## src/rtl/fetch_stage_pkg.sv

```systemverilog
// Shared core package: word width, reset PC and bubble encoding defaults,
// fetch FSM state encoding, and a PC increment helper. Also imported by
// decode and hazard control, so the bubble encoding stays consistent.
package fetch_stage_pkg;

    localparam int unsigned XLEN = 16;

    typedef logic [XLEN-1:0] word_t;

    localparam word_t RESET_PC_DEFAULT  = 16'h0000;
    localparam word_t NOP_INSTR_DEFAULT = 16'h0000;

    // FETCH: request outstanding on the instruction bus.
    // HOLD : skid buffer full, request suppressed until IF/ID frees up.
    typedef enum logic {
        FETCH = 1'b0,
        HOLD  = 1'b1
    } fetch_state_e;

    // 16-bit wrapping word-address increment (16'hFFFF -> 16'h0000).
    function automatic word_t pc_next(input word_t pc);
        return pc + word_t'(1);
    endfunction

endpackage

```

## src/rtl/fetch_stage_if.sv

```systemverilog
// Instruction-memory bus between the fetch stage and instruction memory.
//   imem_req   : request valid (fetch -> memory)
//   imem_addr  : word address of the request (fetch -> memory)
//   imem_ready : memory accepts the request this cycle (memory -> fetch)
//   imem_rdata : instruction word, valid when imem_req && imem_ready
interface fetch_stage_if;
    import fetch_stage_pkg::*;

    logic  imem_req;
    word_t imem_addr;
    logic  imem_ready;
    word_t imem_rdata;

    modport master (
        output imem_req,
        output imem_addr,
        input  imem_ready,
        input  imem_rdata
    );

    modport slave (
        input  imem_req,
        input  imem_addr,
        output imem_ready,
        output imem_rdata
    );

endinterface

```

## src/rtl/fetch_skid_buf.sv

```systemverilog
// One-entry skid buffer holding a fetched {instr, pc} pair while IF/ID is
// stalled.
//   clk, rst   : clock, synchronous active-high reset (empties the buffer)
//   load       : capture load_instr/load_pc and mark full
//   drain      : entry consumed, mark empty
//   flush      : discard the entry (redirect); wins over load and drain
//   instr, pc  : held entry
//   full       : entry valid
module fetch_skid_buf
    import fetch_stage_pkg::*;
(
    input  logic  clk,
    input  logic  rst,
    input  logic  load,
    input  logic  drain,
    input  logic  flush,
    input  word_t load_instr,
    input  word_t load_pc,
    output word_t instr,
    output word_t pc,
    output logic  full
);

    always_ff @(posedge clk) begin
        if (rst || flush) begin
            full <= 1'b0;
        end else if (load) begin
            full <= 1'b1;
        end else if (drain) begin
            full <= 1'b0;
        end
    end

    // Payload needs no reset: it is only observed while full is set.
    always_ff @(posedge clk) begin
        if (load) begin
            instr <= load_instr;
            pc    <= load_pc;
        end
    end

endmodule

```

## src/rtl/fetch_stage.sv

```systemverilog
// Instruction fetch stage: owns the PC, issues one request at a time on the
// instruction bus, and fills the IF/ID pipeline register. A one-entry skid
// buffer catches a word that completes while IF/ID is stalled.
//   clk, rst        : clock, synchronous active-high reset
//   if_id_stall     : hold IF/ID contents (hazard control)
//   redirect_valid  : taken branch/jump; highest priority after reset
//   redirect_pc     : redirect target word address
//   bus             : instruction memory bus (master side)
//   id_instr        : IF/ID instruction (NOP_INSTR when bubble)
//   id_pc           : PC of id_instr
//   id_valid        : id_instr is a real instruction
module fetch_stage
    import fetch_stage_pkg::*;
#(
    parameter word_t RESET_PC  = RESET_PC_DEFAULT,
    parameter word_t NOP_INSTR = NOP_INSTR_DEFAULT
) (
    input  logic                 clk,
    input  logic                 rst,
    input  logic                 if_id_stall,
    input  logic                 redirect_valid,
    input  word_t                redirect_pc,
    fetch_stage_if.master        bus,
    output word_t                id_instr,
    output word_t                id_pc,
    output logic                 id_valid
);

    fetch_state_e state_q, state_d;
    word_t        pc_q;
    logic         fire;
    logic         skid_load, skid_drain, skid_full;
    word_t        skid_instr, skid_pc;

    // ---------------- FSM: state register ----------------
    always_ff @(posedge clk) begin
        if (rst) begin
            state_q <= FETCH;
        end else begin
            state_q <= state_d;
        end
    end

    // ---------------- FSM: next state ----------------
    always_comb begin
        state_d = state_q;
        if (redirect_valid) begin
            state_d = FETCH;
        end else begin
            unique case (state_q)
                FETCH: if (fire && if_id_stall) state_d = HOLD;
                HOLD:  if (!if_id_stall)        state_d = FETCH;
                default: state_d = FETCH;
            endcase
        end
    end

    // ---------------- FSM: outputs ----------------
    // Request is a function of state only; rst merely masks it so nothing
    // is issued while the core is being reset.
    always_comb begin
        bus.imem_req  = (state_q == FETCH) && !rst;
        bus.imem_addr = pc_q;
    end

    assign fire = bus.imem_req && bus.imem_ready;

    // ---------------- skid buffer ----------------
    assign skid_load  = fire && if_id_stall && !redirect_valid;
    assign skid_drain = skid_full && !if_id_stall && !redirect_valid;

    fetch_skid_buf u_skid (
        .clk        (clk),
        .rst        (rst),
        .load       (skid_load),
        .drain      (skid_drain),
        .flush      (redirect_valid),
        .load_instr (bus.imem_rdata),
        .load_pc    (pc_q),
        .instr      (skid_instr),
        .pc         (skid_pc),
        .full       (skid_full)
    );

    // ---------------- PC ----------------
    // PC only moves on completion or redirect, so imem_addr is stable
    // for the whole life of a request.
    always_ff @(posedge clk) begin
        if (rst) begin
            pc_q <= RESET_PC;
        end else if (redirect_valid) begin
            pc_q <= redirect_pc;
        end else if (fire) begin
            pc_q <= pc_next(pc_q);
        end
    end

    // ---------------- IF/ID register ----------------
    always_ff @(posedge clk) begin
        if (rst) begin
            id_instr <= NOP_INSTR;
            id_pc    <= RESET_PC;
            id_valid <= 1'b0;
        end else if (redirect_valid) begin
            // Flush regardless of stall; any completion this cycle is dropped.
            id_instr <= NOP_INSTR;
            id_pc    <= redirect_pc;
            id_valid <= 1'b0;
        end else if (if_id_stall) begin
            id_instr <= id_instr;
            id_pc    <= id_pc;
            id_valid <= id_valid;
        end else if (skid_full) begin
            id_instr <= skid_instr;
            id_pc    <= skid_pc;
            id_valid <= 1'b1;
        end else if (fire) begin
            id_instr <= bus.imem_rdata;
            id_pc    <= pc_q;
            id_valid <= 1'b1;
        end else begin
            // Bubble keeps the last PC so hazard control sees a stable id_pc.
            id_instr <= NOP_INSTR;
            id_pc    <= id_pc;
            id_valid <= 1'b0;
        end
    end

endmodule

```

## src/flat_wrapper.sv

```systemverilog
// flat-port wrapper written by rule: the top's interface ports become plain ports
module fetch_stage_flat import fetch_stage_pkg::*;
#(
    parameter word_t RESET_PC  = RESET_PC_DEFAULT,
    parameter word_t NOP_INSTR = NOP_INSTR_DEFAULT
)
  (clk, rst, if_id_stall, redirect_valid, redirect_pc, id_instr, id_pc, id_valid, bus_imem_req, bus_imem_addr, bus_imem_ready, bus_imem_rdata);
  fetch_stage_if bus_i ();
  input  logic clk;
  input  logic rst;
  input  logic if_id_stall;
  input  logic redirect_valid;
  input  word_t redirect_pc;
  output word_t id_instr;
  output word_t id_pc;
  output logic id_valid;
  output wire logic [$bits(bus_i.imem_req)-1:0] bus_imem_req;
  output wire logic [$bits(bus_i.imem_addr)-1:0] bus_imem_addr;
  input wire logic [$bits(bus_i.imem_ready)-1:0] bus_imem_ready;
  input wire logic [$bits(bus_i.imem_rdata)-1:0] bus_imem_rdata;
  assign bus_imem_req = bus_i.imem_req;
  assign bus_imem_addr = bus_i.imem_addr;
  assign bus_i.imem_ready = bus_imem_ready;
  assign bus_i.imem_rdata = bus_imem_rdata;
  fetch_stage #(.RESET_PC(RESET_PC), .NOP_INSTR(NOP_INSTR)) u_core (.clk(clk), .rst(rst), .if_id_stall(if_id_stall), .redirect_valid(redirect_valid), .redirect_pc(redirect_pc), .bus(bus_i), .id_instr(id_instr), .id_pc(id_pc), .id_valid(id_valid));
endmodule
```

## config.mk

```make
export PLATFORM = sky130hd
export DESIGN_NAME = fetch_stage_flat
export DESIGN_NICKNAME = d
export VERILOG_FILES = /design/src/rtl/fetch_stage_pkg.sv /design/src/rtl/fetch_stage_if.sv /design/src/rtl/fetch_skid_buf.sv /design/src/rtl/fetch_stage.sv /design/src/flat_wrapper.sv
export SDC_FILE = /design/constraint.sdc
export NUM_CORES = 1
export LEC_CHECK = 0
export ABC_CLOCK_PERIOD_IN_PS = 6100
export CORE_ASPECT_RATIO = 2
export CORE_MARGIN = 4
export CORE_UTILIZATION = 45
export CTS_CLUSTER_DIAMETER = 80
export DETAILED_ROUTE_END_ITERATION = 12
export PLACE_DENSITY = 0.74
export REMOVE_ABC_BUFFERS = 1
export SYNTH_ARGS = -nofsm -noshare
export SYNTH_HDL_FRONTEND = slang
export SYNTH_SLANG_ARGS = --single-unit
```

## constraint.sdc

```tcl
create_clock -name clk -period 6.1 [get_ports clk]
set_clock_uncertainty 0.15 [all_clocks]
set_input_delay 1.83 -clock clk [delete_from_list [all_inputs] [get_ports clk]]
set_output_delay 1.83 -clock clk [all_outputs]
set_load 0.1 [all_outputs]
```

==> Yosys cells after proc, flatten, opt, wreduce, memory -nomap -nowiden <==
Cells that the tools add are included.
{ "totals": {"ff_bits": 83, "out_inout_bits": 50, "elab_cells": 41, "inputBits": 37} }
{ "classes": {"eq_ne": 1, "bitwise_logic": 1, "n_mux": 15, "n_reduce_logical": 15, "addsub": 1} }
{ "op_table": {"columns": ["operator", "n"], "rows": [
  ["16-bit two-way mux", 8],
  ["16-bit by 1-bit adder with 16-bit output, second input constant", 1],
  ["1-bit logical AND", 6],
  ["1-bit two-way mux", 6],
  ["2-bit nonzero test", 2],
  ["1-bit zero test", 3],
  ["3-bit nonzero test", 1],
  ["2-bit by 1-bit inequality test with 1-bit output, second input constant", 1],
  ["1-bit one-hot mux with 2 select lines", 1],
  ["2-bit AND reduction", 1],
  ["2-bit OR reduction", 1],
  ["1-bit logical OR", 1],
  ["1-bit inverter", 1]
]} }

==> Depth between registers and ports, before layout <==
{ "depth": {"ltp_word": 7, "mapped_depth": 7} }

==> Cells and area by module <==
From an unflattened synthesis, not the netlist that was laid out.
{ "hier_totals": {"hier_cells": 332, "area_unflattened_um2": 3550.9} }
{ "modules_own_cells": {"columns": ["module", "area_each_um2", "cells_per_inst", "n_inst"], "rows": [
  ["fetch_stage", 2544.9, 296, 1],
  ["fetch_skid_buf", 1006.0, 36, 1]
]} }

==> Worst setup path after synthesis <==
No wires, ideal clock.
{ "synth_path": {"path_type": "input to output", "start": "input port rst", "end": "output port bus_imem_req", "n_path_buf": 2, "arrival_time_ns": 3.467, "required_ns": 4.120, "setup_slack_ns": 0.653, "path_stages": 3, "path_cell_list": "clkbuf_1 clkbuf_1 nor2_1"} }
{ "synth_between": {"elab_chain_cells": 2} }
{ "synth_rtl": {"columns": ["item", "line", "source"], "rows": [
  ["from (decl)", "flat_wrapper.sv:10", "input logic rst;"],
  ["1-bit zero test", "fetch_stage.sv:62", "bus.imem_req = (state_q == FETCH) && !rst;"],
  ["1-bit logical AND", "fetch_stage.sv:62", null],
  ["to (decl)", "flat_wrapper.sv:17", "output wire logic [$bits(bus_i.imem_req)-1:0] bus_imem_req;"]
]} }
No other way between the ends.

==> Worst setup path after layout <==
Same ends and word-level chain as after synthesis.

==> metrics.csv <==
stage,metric,value,unit
sta,RSZ-0062 raised after global routing,no,
global_route,first-pass GRT wire length,14400,um
synthesis,top post-synthesis cells by count,"dfxtp_1 (51), nor2_1 (34), nand2_1 (33)",
sta,setup TNS,0,ns
clock_tree,post-CTS sizing,0,
run,max-cap violation count,0,
worst_setup_path,reg2reg end,u_core.id_pc[5],
clock_tree,clock tree from TritonCTS,built,
worst_setup_path,critical path data arrival time,2.72,ns
layout,FILL cells,662,
layout,Nets,449,
synthesis,Post-synth EDFFs,32,
route,routed vias,2873,
layout,antenna cells,0,
layout,final std cells w/o fill,510,
placement,Buffers on Ports,86,
route,Routed WL per cell,17.6,um
layout,Area Growth Syn to Fin,33.4,%
layout,share of cells above drive strength 1,8.65,%
sta,Setup-failing EPs final,0,
floorplan,core area,7660,um2
route,Post-Route WL,8950,um
global_route,antenna violations before repair,0,
power,Total Power,1.39,mW
worst_hold_path,Hold EP,u_core.id_instr[10],
placement,placed inst area,4470,um2
sta,fmax,213,MHz
clock_tree,"Hold-fix buffers, CTS",0,
power,Power Density,292,nW/um2
clock_tree,root buf cell,clkbuf_16,
synthesis,"count leader, synth",dfxtp_1,
sta,setup ws final,1.40,ns
sta,minimum clock period,4.70,ns
placement,setup slack at placement,1.39,ns
route,DRT Pass-1 Iters,4,
global_route,GRT Util Overall,19.4,%
synthesis,share of Yosys cell area claimed by the top area cell type,28.7,%
clock_tree,TritonCTS buffer count,9,
clock_tree,CTS Buffer Depth,2,
worst_setup_path,critical path type,in2out,
worst_setup_path,crit end category,primary output,
worst_hold_path,HP Start,u_core.id_instr[10],
sta,WHS,0.334,ns
synthesis,"area leader, netlist",dfxtp_1,
power,Cell Int Power,0.976,mW
floorplan,Rows,45,
sta,Max transition margin,27.7,%
worst_setup_path,Critical Path RT,4.12,ns
route,post-route antenna net violation count,0,
synthesis,Post-Syn Area,3550,um2
floorplan,Initial Util,46.4,%
power,switching power total,0.410,mW
power,clock share of power,35.3,%
power,power share of the combinational group,19.9,%
power,sequential share of power,44.7,%
worst_hold_path,Worst Hold Path Cells,2,
placement,GP Congestion,0.781,
global_route,vias in the first global route,2901,
synthesis,register area share after synthesis,55.8,%
synthesis,Post-synth ARST share,0,%
synthesis,Synth Flop Type,dfxtp_1,
sta,Fin. Hold Viols,0,
floorplan,Die H,134,um
worst_setup_path,Reg2Reg Depth,3,
worst_setup_path,Reg-to-Reg Start,u_core.u_skid.full,
global_route,grt ovf,0,
route,DRC Markers,0,
worst_setup_path,reg2reg setup slack,3.79,ns
global_route,largest net degree at the start of global routing,40,
synthesis,register bit count reported by yosys,83,
route,initial DRC count,204,
synthesis,syn avg cell area,10.6,um2
sta,Tcrit/Tclk final,77.0,%
clock_tree,H-tree levels,3,
synthesis,Synth cell types,46,
worst_setup_path,Critical Path Start Type,input pin,
clock_tree,Sink Count,83,
power,Peak VDD IR,0.190,mV
power,Sw Ratio,29.6,%
worst_hold_path,Hold Crit Class,reg2reg,
synthesis,Syn Inst Count,336,
route,Via-to-Cell Ratio,5.63,
clock_tree,clock latency on the worst-skew pair,0.33,ns
sta,Tightest Pin Transition,1.08,ns
layout,Final Util,61.9,%
synthesis,Yosys warnings,0,
placement,hpwl dp,6060,um
floorplan,Die W,70.8,um
clock_tree,register clock-pin slew on the reported worst setup and hold paths,0.05,ns
clock_tree,post-CTS setup buffer count,0,
layout,fin area,4740,um2
outcome,outcome,completed,
placement,placed insts,494,
floorplan,boundary pin count,87,
worst_setup_path,crit-path max FO,2,
power,Lkg Pwr,1.59,nW
floorplan,Die ar.,9470,um2
synthesis,"top cells by area, synth","dfxtp_1 (29%), edfxtp_1 (27%), mux2i_1 (4.5%), a221oi_1 (3.9%), o221ai_1 (3.7%)",
sta,Slew Limit Fails,0,
## per-layer routing
metal	wire length (um)	up-vias	GRT usage (%)
met3	438	7	3.78
met5	0	-	0
met4	125	0	8.16
met2	4990	85	34.7
li1	-	1394	-
met1	3400	1387	21.8
## layout make-up
cell class	instances	area [um2]	area share, %
clock buffers	14	264	5.57
clock inverters	2	10.0	0.211
inverters	4	15.0	0.317
multi-input cells	220	1430	30.1
flip-flops and latches	83	1980	41.8
well taps	94	118	2.48
repair buffers	93	923	19.5
## cell usage in the layout (no fill, tap or decap), types with 4 or more instances in the layout
cell and n:
xnor2_1 9, nor2_1 34, nor3_1 23, buf_4 7, clkbuf_16 9, mux2i_1 16
a21oi_1 18, nand2_1 33, a221oi_1 16, nand3_1 5, clkdlybuf4s50_1 85, o221ai_1 15
nand4_1 4, edfxtp_1 32, dfxtp_1 50, a211oi_1 7
## how the worst max path moves through the flow
stage,from,to,cells past startpoint
after floorplan,if_id_stall,u_core.u_skid.instr[0],2
after global placement,rst,bus_imem_req,3
after detailed placement,rst,bus_imem_req,3
after CTS,rst,bus_imem_req,3
after global routing,rst,bus_imem_req,3
final,rst,bus_imem_req,3
## power groups by stage
stage	sequential, mW	clock [mW]	combinational [mW]
floorplan	0.755	0	0.0599
global placement	0.631	0	0.275
detailed placement	0.632	0	0.277
CTS	0.621	0.502	0.278
global route	0.623	0.524	0.290
finish	0.620	0.490	0.276
## flip-flops by register name, summed over array words and instances, names as in the netlist
name / flops
u_core.bus.imem_addr: 16
u_core.id_instr: 16
u_core.id_pc: 16
u_core.u_skid.instr: 16
u_core.u_skid.pc: 16
u_core.id_valid: 1
u_core.state_q: 1
u_core.u_skid.full: 1
## logic make-up after synthesis
group	Yosys count	synth area share (%)
buffers and inverters	33	4.19
and+or+nand+nor	120	17.1
adders and majority gates	1	0.352
DFF	83	55.8
AOI/OAI and AO/OA	70	14.7
xor gates and xnor gates	11	2.71
muxes	18	5.14
## critical path, cell delays in order
cell	delay, ns
clkdlybuf4s50_1	0.47
nor2_1	0.21
buf_12	0.21
Note: power is estimated with default switching activity, not from simulation.
